`src/rtl/multi_cycle_ctrl_if.sv`:
```
// Control bundle between the multi-cycle sequencer and the CPU datapath.
// The sequencer drives the master side; the datapath drives op and zero.
interface multi_cycle_ctrl_if #(
    parameter int unsigned STATE_W = 4
);
    logic [5:0]         op;
    logic               zero;
    logic               PCWre;
    logic               IRWre;
    logic               ALUSrcA;
    logic               ALUSrcB;
    logic               DBDataSrc;
    logic               RegWre;
    logic               RegDst;
    logic               ExtSel;
    logic               nRD;
    logic               nWR;
    logic [1:0]         PCSrc;
    logic [2:0]         ALUOp;
    logic [STATE_W-1:0] state;
    logic               halted;

    modport master (
        input  op, zero,
        output PCWre, IRWre, ALUSrcA, ALUSrcB, DBDataSrc, RegWre, RegDst,
               ExtSel, nRD, nWR, PCSrc, ALUOp, state, halted
    );

    modport slave (
        output op, zero,
        input  PCWre, IRWre, ALUSrcA, ALUSrcB, DBDataSrc, RegWre, RegDst,
               ExtSel, nRD, nWR, PCSrc, ALUOp, state, halted
    );
endinterface

```
`src/rtl/multi_cycle_ctrl.sv`:
```
// Multi-cycle control unit: sequences IF/ID/EXE/MEM/WB for the CPU datapath.
// Controls are decoded from the registered state plus the instruction-register opcode.
module multi_cycle_ctrl #(
    parameter int unsigned STATE_W = 4
) (
    input  logic                CLK,
    input  logic                RST,
    multi_cycle_ctrl_if.master  ctrl
);
    localparam int unsigned ENC_W = 4;
    localparam int unsigned OP_W  = 6;

    localparam logic [OP_W-1:0] OP_ADD   = 6'b000000;
    localparam logic [OP_W-1:0] OP_SUB   = 6'b000001;
    localparam logic [OP_W-1:0] OP_ADDIU = 6'b000010;
    localparam logic [OP_W-1:0] OP_AND   = 6'b010000;
    localparam logic [OP_W-1:0] OP_OR    = 6'b010010;
    localparam logic [OP_W-1:0] OP_ORI   = 6'b010011;
    localparam logic [OP_W-1:0] OP_SLL   = 6'b011000;
    localparam logic [OP_W-1:0] OP_SW    = 6'b100110;
    localparam logic [OP_W-1:0] OP_LW    = 6'b100111;
    localparam logic [OP_W-1:0] OP_BEQ   = 6'b110000;
    localparam logic [OP_W-1:0] OP_BNE   = 6'b110001;
    localparam logic [OP_W-1:0] OP_J     = 6'b111000;
    localparam logic [OP_W-1:0] OP_HALT  = 6'b111111;

    typedef enum logic [ENC_W-1:0] {
        S_IF     = 4'b0000,
        S_ID     = 4'b0001,
        S_EXE_LS = 4'b0010,
        S_MEM    = 4'b0011,
        S_WB_LD  = 4'b0100,
        S_EXE_BR = 4'b0101,
        S_EXE_AL = 4'b0110,
        S_WB_AL  = 4'b0111,
        S_HALT   = 4'b1000
    } state_t;

    state_t r_state;
    state_t w_next;

    logic w_is_alu, w_is_br, w_is_ls, w_is_lw, w_is_sw;
    logic w_is_j, w_is_halt, w_is_nop, w_taken, w_dec;

    logic       w_pcwre, w_irwre, w_alusrca, w_alusrcb, w_dbdatasrc;
    logic       w_regwre, w_regdst, w_extsel, w_nrd, w_nwr, w_halted;
    logic [1:0] w_pcsrc;
    logic [2:0] w_aluop;

    // Opcode classification
    always_comb begin
        w_is_alu  = 1'b0;
        w_is_br   = 1'b0;
        w_is_ls   = 1'b0;
        w_is_lw   = 1'b0;
        w_is_sw   = 1'b0;
        w_is_j    = 1'b0;
        w_is_halt = 1'b0;
        w_is_nop  = 1'b0;
        w_taken   = 1'b0;
        case (ctrl.op)
            OP_ADD, OP_SUB, OP_ADDIU, OP_AND,
            OP_OR, OP_ORI, OP_SLL: w_is_alu = 1'b1;
            OP_SW: begin
                w_is_ls = 1'b1;
                w_is_sw = 1'b1;
            end
            OP_LW: begin
                w_is_ls = 1'b1;
                w_is_lw = 1'b1;
            end
            OP_BEQ: begin
                w_is_br = 1'b1;
                w_taken = ctrl.zero;
            end
            OP_BNE: begin
                w_is_br = 1'b1;
                w_taken = ~ctrl.zero;
            end
            OP_J:    w_is_j    = 1'b1;
            OP_HALT: w_is_halt = 1'b1;
            default: w_is_nop  = 1'b1;
        endcase
    end

    always_ff @(posedge CLK) begin
        if (!RST) r_state <= S_IF;
        else      r_state <= w_next;
    end

    // Next state and controls; write enables and strobes are forced inactive while RST=0
    always_comb begin
        w_next      = r_state;
        w_pcwre     = 1'b0;
        w_irwre     = 1'b0;
        w_alusrca   = 1'b0;
        w_alusrcb   = 1'b0;
        w_dbdatasrc = 1'b0;
        w_regwre    = 1'b0;
        w_regdst    = 1'b0;
        w_extsel    = 1'b0;
        w_nrd       = 1'b1;
        w_nwr       = 1'b1;
        w_halted    = 1'b0;
        w_pcsrc     = 2'b00;
        w_aluop     = 3'b000;
        w_dec       = (r_state != S_IF) && (r_state != S_HALT);

        case (r_state)
            S_IF: begin
                w_irwre = 1'b1;
                w_next  = S_ID;
            end
            S_ID: begin
                if (w_is_j || w_is_nop) begin
                    w_pcwre = 1'b1;
                    w_pcsrc = w_is_j ? 2'b10 : 2'b00;
                    w_next  = S_IF;
                end else if (w_is_halt) begin
                    w_next = S_HALT;
                end else if (w_is_br) begin
                    w_next = S_EXE_BR;
                end else if (w_is_ls) begin
                    w_next = S_EXE_LS;
                end else begin
                    w_next = S_EXE_AL;
                end
            end
            S_EXE_AL: w_next = S_WB_AL;
            S_WB_AL: begin
                w_pcwre  = 1'b1;
                w_regwre = 1'b1;
                w_next   = S_IF;
            end
            S_EXE_BR: begin
                w_pcwre = 1'b1;
                w_pcsrc = w_taken ? 2'b01 : 2'b00;
                w_next  = S_IF;
            end
            S_EXE_LS: w_next = S_MEM;
            S_MEM: begin
                w_nrd = ~w_is_lw;
                w_nwr = ~w_is_sw;
                if (w_is_lw) begin
                    w_next = S_WB_LD;
                end else begin
                    w_pcwre = 1'b1;
                    w_next  = S_IF;
                end
            end
            S_WB_LD: begin
                w_pcwre     = 1'b1;
                w_regwre    = 1'b1;
                w_dbdatasrc = 1'b1;
                w_next      = S_IF;
            end
            S_HALT: begin
                w_halted = 1'b1;
                w_next   = S_HALT;
            end
            default: w_next = S_IF;
        endcase

        // Datapath steering held for the whole instruction once decoded
        if (w_dec) begin
            w_alusrca = (ctrl.op == OP_SLL);
            w_alusrcb = w_is_ls || (ctrl.op inside {OP_ADDIU, OP_ORI, OP_SLL});
            w_extsel  = w_is_ls || w_is_br || (ctrl.op == OP_ADDIU);
            w_regdst  = ctrl.op inside {OP_ADD, OP_SUB, OP_AND, OP_OR, OP_SLL};
            case (ctrl.op)
                OP_SUB, OP_BEQ, OP_BNE: w_aluop = 3'b001;
                OP_SLL:                 w_aluop = 3'b010;
                OP_OR, OP_ORI:          w_aluop = 3'b011;
                OP_AND:                 w_aluop = 3'b100;
                default:                w_aluop = 3'b000;
            endcase
        end

        if (!RST) begin
            w_pcwre     = 1'b0;
            w_irwre     = 1'b0;
            w_alusrca   = 1'b0;
            w_alusrcb   = 1'b0;
            w_dbdatasrc = 1'b0;
            w_regwre    = 1'b0;
            w_regdst    = 1'b0;
            w_extsel    = 1'b0;
            w_nrd       = 1'b1;
            w_nwr       = 1'b1;
            w_halted    = 1'b0;
            w_pcsrc     = 2'b00;
            w_aluop     = 3'b000;
        end
    end

    assign ctrl.PCWre     = w_pcwre;
    assign ctrl.IRWre     = w_irwre;
    assign ctrl.ALUSrcA   = w_alusrca;
    assign ctrl.ALUSrcB   = w_alusrcb;
    assign ctrl.DBDataSrc = w_dbdatasrc;
    assign ctrl.RegWre    = w_regwre;
    assign ctrl.RegDst    = w_regdst;
    assign ctrl.ExtSel    = w_extsel;
    assign ctrl.nRD       = w_nrd;
    assign ctrl.nWR       = w_nwr;
    assign ctrl.PCSrc     = w_pcsrc;
    assign ctrl.ALUOp     = w_aluop;
    assign ctrl.state     = STATE_W'(r_state);
    assign ctrl.halted    = w_halted;

endmodule

```
`src/flat_wrapper.sv`:
```
// flat-port wrapper written by rule: the top's interface ports become plain ports
module multi_cycle_ctrl_flat 
#(
    parameter int unsigned STATE_W = 4
)
  (CLK, RST, ctrl_op, ctrl_zero, ctrl_PCWre, ctrl_IRWre, ctrl_ALUSrcA, ctrl_ALUSrcB, ctrl_DBDataSrc, ctrl_RegWre, ctrl_RegDst, ctrl_ExtSel, ctrl_nRD, ctrl_nWR, ctrl_PCSrc, ctrl_ALUOp, ctrl_state, ctrl_halted);
  multi_cycle_ctrl_if #(.STATE_W(STATE_W)) ctrl_i ();
  input  logic CLK;
  input  logic RST;
  input wire logic [$bits(ctrl_i.op)-1:0] ctrl_op;
  input wire logic [$bits(ctrl_i.zero)-1:0] ctrl_zero;
  output wire logic [$bits(ctrl_i.PCWre)-1:0] ctrl_PCWre;
  output wire logic [$bits(ctrl_i.IRWre)-1:0] ctrl_IRWre;
  output wire logic [$bits(ctrl_i.ALUSrcA)-1:0] ctrl_ALUSrcA;
  output wire logic [$bits(ctrl_i.ALUSrcB)-1:0] ctrl_ALUSrcB;
  output wire logic [$bits(ctrl_i.DBDataSrc)-1:0] ctrl_DBDataSrc;
  output wire logic [$bits(ctrl_i.RegWre)-1:0] ctrl_RegWre;
  output wire logic [$bits(ctrl_i.RegDst)-1:0] ctrl_RegDst;
  output wire logic [$bits(ctrl_i.ExtSel)-1:0] ctrl_ExtSel;
  output wire logic [$bits(ctrl_i.nRD)-1:0] ctrl_nRD;
  output wire logic [$bits(ctrl_i.nWR)-1:0] ctrl_nWR;
  output wire logic [$bits(ctrl_i.PCSrc)-1:0] ctrl_PCSrc;
  output wire logic [$bits(ctrl_i.ALUOp)-1:0] ctrl_ALUOp;
  output wire logic [$bits(ctrl_i.state)-1:0] ctrl_state;
  output wire logic [$bits(ctrl_i.halted)-1:0] ctrl_halted;
  assign ctrl_i.op = ctrl_op;
  assign ctrl_i.zero = ctrl_zero;
  assign ctrl_PCWre = ctrl_i.PCWre;
  assign ctrl_IRWre = ctrl_i.IRWre;
  assign ctrl_ALUSrcA = ctrl_i.ALUSrcA;
  assign ctrl_ALUSrcB = ctrl_i.ALUSrcB;
  assign ctrl_DBDataSrc = ctrl_i.DBDataSrc;
  assign ctrl_RegWre = ctrl_i.RegWre;
  assign ctrl_RegDst = ctrl_i.RegDst;
  assign ctrl_ExtSel = ctrl_i.ExtSel;
  assign ctrl_nRD = ctrl_i.nRD;
  assign ctrl_nWR = ctrl_i.nWR;
  assign ctrl_PCSrc = ctrl_i.PCSrc;
  assign ctrl_ALUOp = ctrl_i.ALUOp;
  assign ctrl_state = ctrl_i.state;
  assign ctrl_halted = ctrl_i.halted;
  multi_cycle_ctrl #(.STATE_W(STATE_W)) u_core (.CLK(CLK), .RST(RST), .ctrl(ctrl_i));
endmodule
```
`config.mk`:
```
export PLATFORM = sky130hd
export DESIGN_NAME = multi_cycle_ctrl_flat
export DESIGN_NICKNAME = d
export VERILOG_FILES = /design/src/rtl/multi_cycle_ctrl_if.sv /design/src/rtl/multi_cycle_ctrl.sv /design/src/flat_wrapper.sv
export SDC_FILE = /design/constraint.sdc
export NUM_CORES = 1
export LEC_CHECK = 0
export CORE_MARGIN = 5
export CORE_UTILIZATION = 46
export CTS_BUF_LIST = sky130_fd_sc_hd__clkbuf_8
export DETAILED_ROUTE_END_ITERATION = 8
export GPL_ROUTABILITY_DRIVEN = 0
export PLACE_DENSITY = 0.92
export SLEW_MARGIN = 20
export SYNTH_ARGS = -nofsm -noshare
export SYNTH_HDL_FRONTEND = slang
export SYNTH_SLANG_ARGS = --single-unit
```
`constraint.sdc`:
```
create_clock -name CLK -period 3.35 [get_ports CLK]
set_clock_uncertainty 0.15 [all_clocks]
set_input_delay 0.8375 -clock CLK [delete_from_list [all_inputs] [get_ports CLK]]
set_output_delay 0.8375 -clock CLK [all_outputs]
set_load 0.01 [all_outputs]
```
==> metrics <==
run status complete, no violations; I/O pin total 29; CTS clock-pin slew for the worst setup and hold paths 0.04 ns; grt ovf 0; sequential area share after synthesis 12.43%; CTS tree yes; antenna viol nets, final 0; Yosys reg bits 4; Leak Pwr 0.0005541 uW; Worst EP required 2.36 ns; Post-Syn Instances 95; HPWL after DPL 1.918 mm; ant diodes 0; worst relative slew slack 67.25%; PwrDens 234.3 nW/um2; Hold WC Path Type reg2reg; Critical Path, Cell by Cell dlygate4sd2_1 -> buf_6 -> nor3b_4 -> buf_4 -> nand2_1 -> or4_1 -> buf_2; Fin. Hold Viols 0; vias 1058; Synth Warn # 0; first-pass GRT wire length 4.788 mm; Vias/cell 6.613; Max Cap Viol 0; Slew @ Worst Pin 0.4905 ns; IO buf count 28; Worst-Skew Late Latency 0.23 ns; critical path arrival 2.31 ns; peak supply drop 0.2719 mV; Max H-tree Level 1; Max Slew Vio Count 0; Sink Count 4; Critical Path Source Type input pin; Largest register FFs 4; hold path cells 1; hold buffers post-CTS 0; Worst R2R Path Depth 5; crit path buf inv count 4; nets 156; Tot Pwr 273.2 uW; Final Non-Filler Cells 160; CTS root buf clkbuf_8; pin count of the biggest net entering global routing 17; filler cell count 58; drt first-iter violations 117; vias in the first global route 998; wirelength, routed 3.052 mm; initial core utilization 48.91%; min Tclk post-route 3.298 ns; Num CTS Buffers 3; Critical Path Stages 7; Distinct cells, synth 37; Layout area overhead 80.97%; first drt pass iteration count 7; height of the die 47.43 um; CTS max path bufs 2; Die Wd 47.43 um; die area 2249 um2; CP peak stage delay 0.48 ns; FMAX 303.2 MHz; Mean Syn Cell Area 6.783 um2; Cell Area, Synth 644.4 um2; element type at the critical path end output port; post-route clock period utilization 98.46%; num rows 13; crit-path leading delay family simple AND/OR/NAND/NOR gates; DRC Markers 0; number of cells after detailed placement 155; slowest CP cell or4_1; initial antenna violation count 0; Setup CP Type in2out; Final Setup Violations 0; unrepaired setup endpoints after global routing true; core area 1318 um2; share of cells above drive strength 1 33.10%; Syn Nets 104; WL per Instance 19.08 um; Critical Path Fanout Max 7; Total GRT Usage 30.73%
-- layout make-up --
cell class,instances,area [um2],area share (%)
multi-input combinational,80,544.3,46.67
inverter,2,7.507,0.6438
tap,15,18.77,1.609
sequential,4,80.08,6.867
clock buffer,3,41.29,3.541
timing repair buffer,56,474.2,40.67
-- power breakdown --
part / switching, uW / internal [uW]
registers: 7.12 / 50.0
logic: 53.9 / 53.9
clock network: 31.1 / 77.1
-- per-stage QoR --
stage / util, % / setup slack [ns] / cell area [um2] / hold WS [ns] / TNS [ns]
floorplan: - / 0.5809 / 644.4 / 0.4861 / 0
global placement: 82.53 / -0.3652 / 1087 / 0.4815 / -3.596
detailed placement: 82.53 / -0.4067 / 1087 / 0.5088 / -4.130
CTS: 87.65 / -0.03546 / 1155 / 0.5184 / -0.03546
global route: 88.51 / 0.006556 / 1166 / 0.5689 / 0
finish: 88.51 / 0.05165 / 1166 / 0.5392 / 0
-- final timing paths --
kind	slack, ns	end	from
worst max-delay path	0.05	ctrl_nWR	ctrl_op[3]
worst min-delay path	0.54	u_core.ctrl.state[0]$_SDFF_PN0_	u_core.ctrl.state[0]$_SDFF_PN0_
worst max register to register	1.65	u_core.ctrl.state[2]$_SDFF_PN0_	u_core.ctrl.state[0]$_SDFF_PN0_
worst min register to register	0.54	u_core.ctrl.state[0]$_SDFF_PN0_	u_core.ctrl.state[0]$_SDFF_PN0_
-- logic make-up after synthesis --
group                     count (synthesis)  share of synthesized area (%)
DFF                                       4                          12.43
AOI/OAI and AO/OA                        23                          23.11
buffers and inverters                    11                          11.07
and+or+nand+nor                          55                          50.68
xor gates and xnor gates                  2                          2.719
-- cells in the final DEF (no fill, tap or decap), types with 2 or more instances in the layout --
master	count
a21oi_1	8
a31oi_1	3
buf_2	2
buf_4	25
buf_6	2
clkbuf_2	4
clkbuf_8	3
clkdlybuf4s50_1	7
dfxtp_1	4
dlygate4sd2_1	11
dlymetal6s2s_1	3
inv_1	2
nand2_1	7
nand2b_1	3
nand3_1	4
nand3b_1	2
nor2_1	6
nor2b_1	5
nor3_1	10
nor3b_1	2
nor4_1	2
o211a_1	2
o21ai_0	2
o22ai_1	2
xor2_1	2
-- Yosys cell counts, drive strengths merged --
master / instances / share of area [%]
o22ai: 2 / 1.9
nand2: 7 / 4.1
nor2: 6 / 3.5
nor4: 4 / 3.9
a21o: 1 / 1.4
or4: 1 / 1.2
or3: 1 / 0.97
nor4b: 1 / 1.4
dfxtp: 4 / 12
nand3b: 2 / 2.3
or3b: 1 / 1.4
inv: 2 / 1.2
o211a: 2 / 3.1
and3: 1 / 0.97
and4: 1 / 1.4
nor3b: 3 / 4.3
nor2b: 6 / 5.8
o21ai: 3 / 2.3
a21oi: 9 / 7.0
a22oi: 1 / 1.2
nand3: 4 / 3.1
o2111ai: 1 / 1.4
nand2b: 4 / 5.0
nor3: 10 / 7.8
a31oi: 3 / 2.9
clkbuf: 1 / 0.58
and4b: 1 / 1.6
o31ai: 1 / 1.9
nand4: 1 / 0.97
xor2: 2 / 2.7
buf: 8 / 9.3
and2: 1 / 1.2
-- per-layer routing --
layer	wire, um	vias up	global-route usage [%]
met2	1337	95	44.92
met5	0	-	0
met1	1156	471	39.64
met4	234	0	17.68
met3	324	36	9.398
li1	-	456	-
-- timing repair --
action,CTS,global route
gates resized for setup,28,19
setup endpoints to repair,15,8
setup buffers,2,0
pin swaps,1,2
Power figures use the tool's default switching activity.
==> patch, RTL diff (same flow settings) <==
`STATE_W` is set to 4 in 3 places; all go to 5.
--- a/src/rtl/multi_cycle_ctrl_if.sv
+++ b/src/rtl/multi_cycle_ctrl_if.sv
@@ -1,7 +1,7 @@
 // Control bundle between the multi-cycle sequencer and the CPU datapath.
 // The sequencer drives the master side; the datapath drives op and zero.
 interface multi_cycle_ctrl_if #(
-    parameter int unsigned STATE_W = 4
+    parameter int unsigned STATE_W = 5
 );
     logic [5:0]         op;
     logic               zero;
--- a/src/rtl/multi_cycle_ctrl.sv
+++ b/src/rtl/multi_cycle_ctrl.sv
@@ -1,7 +1,7 @@
 // Multi-cycle control unit: sequences IF/ID/EXE/MEM/WB for the CPU datapath.
 // Controls are decoded from the registered state plus the instruction-register opcode.
 module multi_cycle_ctrl #(
-    parameter int unsigned STATE_W = 4
+    parameter int unsigned STATE_W = 5
 ) (
     input  logic                CLK,
     input  logic                RST,
--- a/src/flat_wrapper.sv
+++ b/src/flat_wrapper.sv
@@ -1,7 +1,7 @@
 // flat-port wrapper written by rule: the top's interface ports become plain ports
 module multi_cycle_ctrl_flat 
 #(
-    parameter int unsigned STATE_W = 4
+    parameter int unsigned STATE_W = 5
 )
   (CLK, RST, ctrl_op, ctrl_zero, ctrl_PCWre, ctrl_IRWre, ctrl_ALUSrcA, ctrl_ALUSrcB, ctrl_DBDataSrc, ctrl_RegWre, ctrl_RegDst, ctrl_ExtSel, ctrl_nRD, ctrl_nWR, ctrl_PCSrc, ctrl_ALUOp, ctrl_state, ctrl_halted);
   multi_cycle_ctrl_if #(.STATE_W(STATE_W)) ctrl_i ();
Ports: changed (resized ctrl_state); port bits go from 29 to 30. No check against the original RTL was run, so the function may have changed too.
==> patch against the unedited design <==
- synthesized cell count rose by 2.1%
- clock power fell by 9%
- design area fell by 3.0%
- global-route usage fell by 4.2 points
- register-to-register slack improved by 0.11 ns
- sequential cell count did not move
- total power fell by 6.8%
- routed wire length fell by 8.8%
- synthesized area rose by 1.7%
- non-clock buffer count fell by 4
- setup slack improved by 0.056 ns
- via count fell by 7.1%
- critical endpoint is now ctrl_DBDataSrc
- first-iteration DRC count fell by 59%
==> patch: results (changes against the unedited design) <==
stage	metric	value	unit	change
yosys	fraction of the mapped netlist area in compound gates	0.227		was 0.231
power_and_ir_drop	peak supply drop	0.277	mV	was 0.272 mV
routing	wire length per cell	17.7	um	was 19.1 um
worst_setup_path	maximum fanout along the worst path	4		was 7
worst_setup_path	Reg-to-Reg Start	u_core.r_state[0]		was u_core.ctrl.state[0]
sta	FMAX	0.308	GHz	was 0.303 GHz
grt	pin count of the biggest net entering global routing	17		unchanged
routing	first-pass detailed-route iteration total	4		was 7
placement	DP Area	0.00106	mm^2	was 0.00109 mm^2
grt	gr usage total	0.266		was 0.307
yosys	synth unique cells	38		was 37
hold_path	min-delay worst type	reg -> reg		unchanged
placement	HPWL after DPL	1820	um	was 1920 um
yosys	Synth Net Count	106		was 104
power_and_ir_drop	Seq pwr share	0.224		was 0.209
power_and_ir_drop	combinational logic power	0.0000989	W	was 0.000108 W
routing	WL met3	189	um	was 324 um
placement	dpl ws	-0.426	ns	was -0.407 ns
outcome	status	completed		unchanged
power_and_ir_drop	switch share	0.310		was 0.337
worst_setup_path	R2R setup slack	1.76	ns	was 1.65 ns
clock_network	worst skew pair latency	0.21	ns	was 0.23 ns
grt	vias in the first global route	963		was 998
clock_network	postcts setup bufs	0		was 2
yosys	xor/xnor share of the synthesized area	0.0267		was 0.0272
routing	routed vias	983		was 1,058
worst_setup_path	Critical Path AT	2.25	ns	was 2.31 ns
yosys	register area share after synthesis	0.122		was 0.124
layout	share of layout cells above drive strength 1	0.331		about the same
layout	fin cells	157		was 160
power_and_ir_drop	Leak	0.504	nW	was 0.554 nW
yosys	Post-Synthesis Cells	97		was 95
routing	wire length on met2	1480	um	was 1340 um
routing	metal1 wirelength	1070	um	was 1160 um
routing	Initial DRC Count	48		was 117
hold_path	hold_sp	u_core.r_state[0]		was u_core.ctrl.state[0]
hold_path	Hold Path End	u_core.r_state[0]		was u_core.ctrl.state[0]
grt	first-pass GRT wire length	4310	um	was 4790 um
clock_network	TritonCTS Buffers	3		unchanged
worst_setup_path	Crit Reg-Reg Endpoint	u_core.r_state[2]		was u_core.ctrl.state[2]
layout	final net count	153		was 156
==> patch: worst max-delay path, stage by stage <==
cell             delay (ns)
dlygate4sd2_1          0.30
nor2b_2                0.20
buf_4                  0.12
nand2_1                0.07
nor3_1                 0.16
clkdlybuf4s50_1        0.57
==> patch: per-stage QoR <==
| stage | hold slack (ns) | power, W |
|---|---|---|
| final | 0.561 | 0.000255 |
| after global routing | 0.617 | 0.000270 |
| after CTS | 0.543 | 0.000252 |
| after detailed placement | 0.535 | 0.000150 |
| after global placement | 0.529 | 0.000147 |
| after floorplan | 0.486 | 0.000104 |
==> patch: logic make-up (layout without fill, tap and decap cells) <==
kind of cell              after synthesis  after routing
AOI/OAI and AO/OA                      23             23
and+or+nand+nor                        55             55
other                                   1              1
DFF                                     4              4
xor gates and xnor gates                2              2
buffers and inverters                  12             57
==> patch: layout make-up <==
class,instances,area [um^2]
clock buffers,3,41.3
repair buffers,52,438
multi-input cells,81,546
flip-flops and latches,4,80.1
fillers,78,186
well taps,15,18.8
inverters,2,7.51
==> patch: layer usage <==
metal | global-route usage | vias to the layer above
li1 | - | 450
met1 | 0.307 | 461
met2 | 0.478 | 65
met3 | 0.0451 | 7
met4 | 0.108 | 0
met5 | 0 | -
==> patch: what timing repair did <==
action / 4_1_cts / 5_1_grt
setup endpoints to repair: 15 / 10
hold buffers: 0 / 0
gates resized for setup: 39 / 10
pin swaps: 0 / 3
cloned: 0 / 0
==> patch: worst max path at each step <==
stage                     startpoint        endpoint  cells past startpoint
after detailed placement  ctrl_op[3]    ctrl_ALUSrcB                      6
after CTS                 ctrl_op[2]      ctrl_PCWre                      7
after global routing             RST  ctrl_DBDataSrc                      6
after global placement    ctrl_op[2]      ctrl_PCWre                      7
after floorplan           ctrl_op[2]   ctrl_PCSrc[0]                      4
final                            RST  ctrl_DBDataSrc                      6
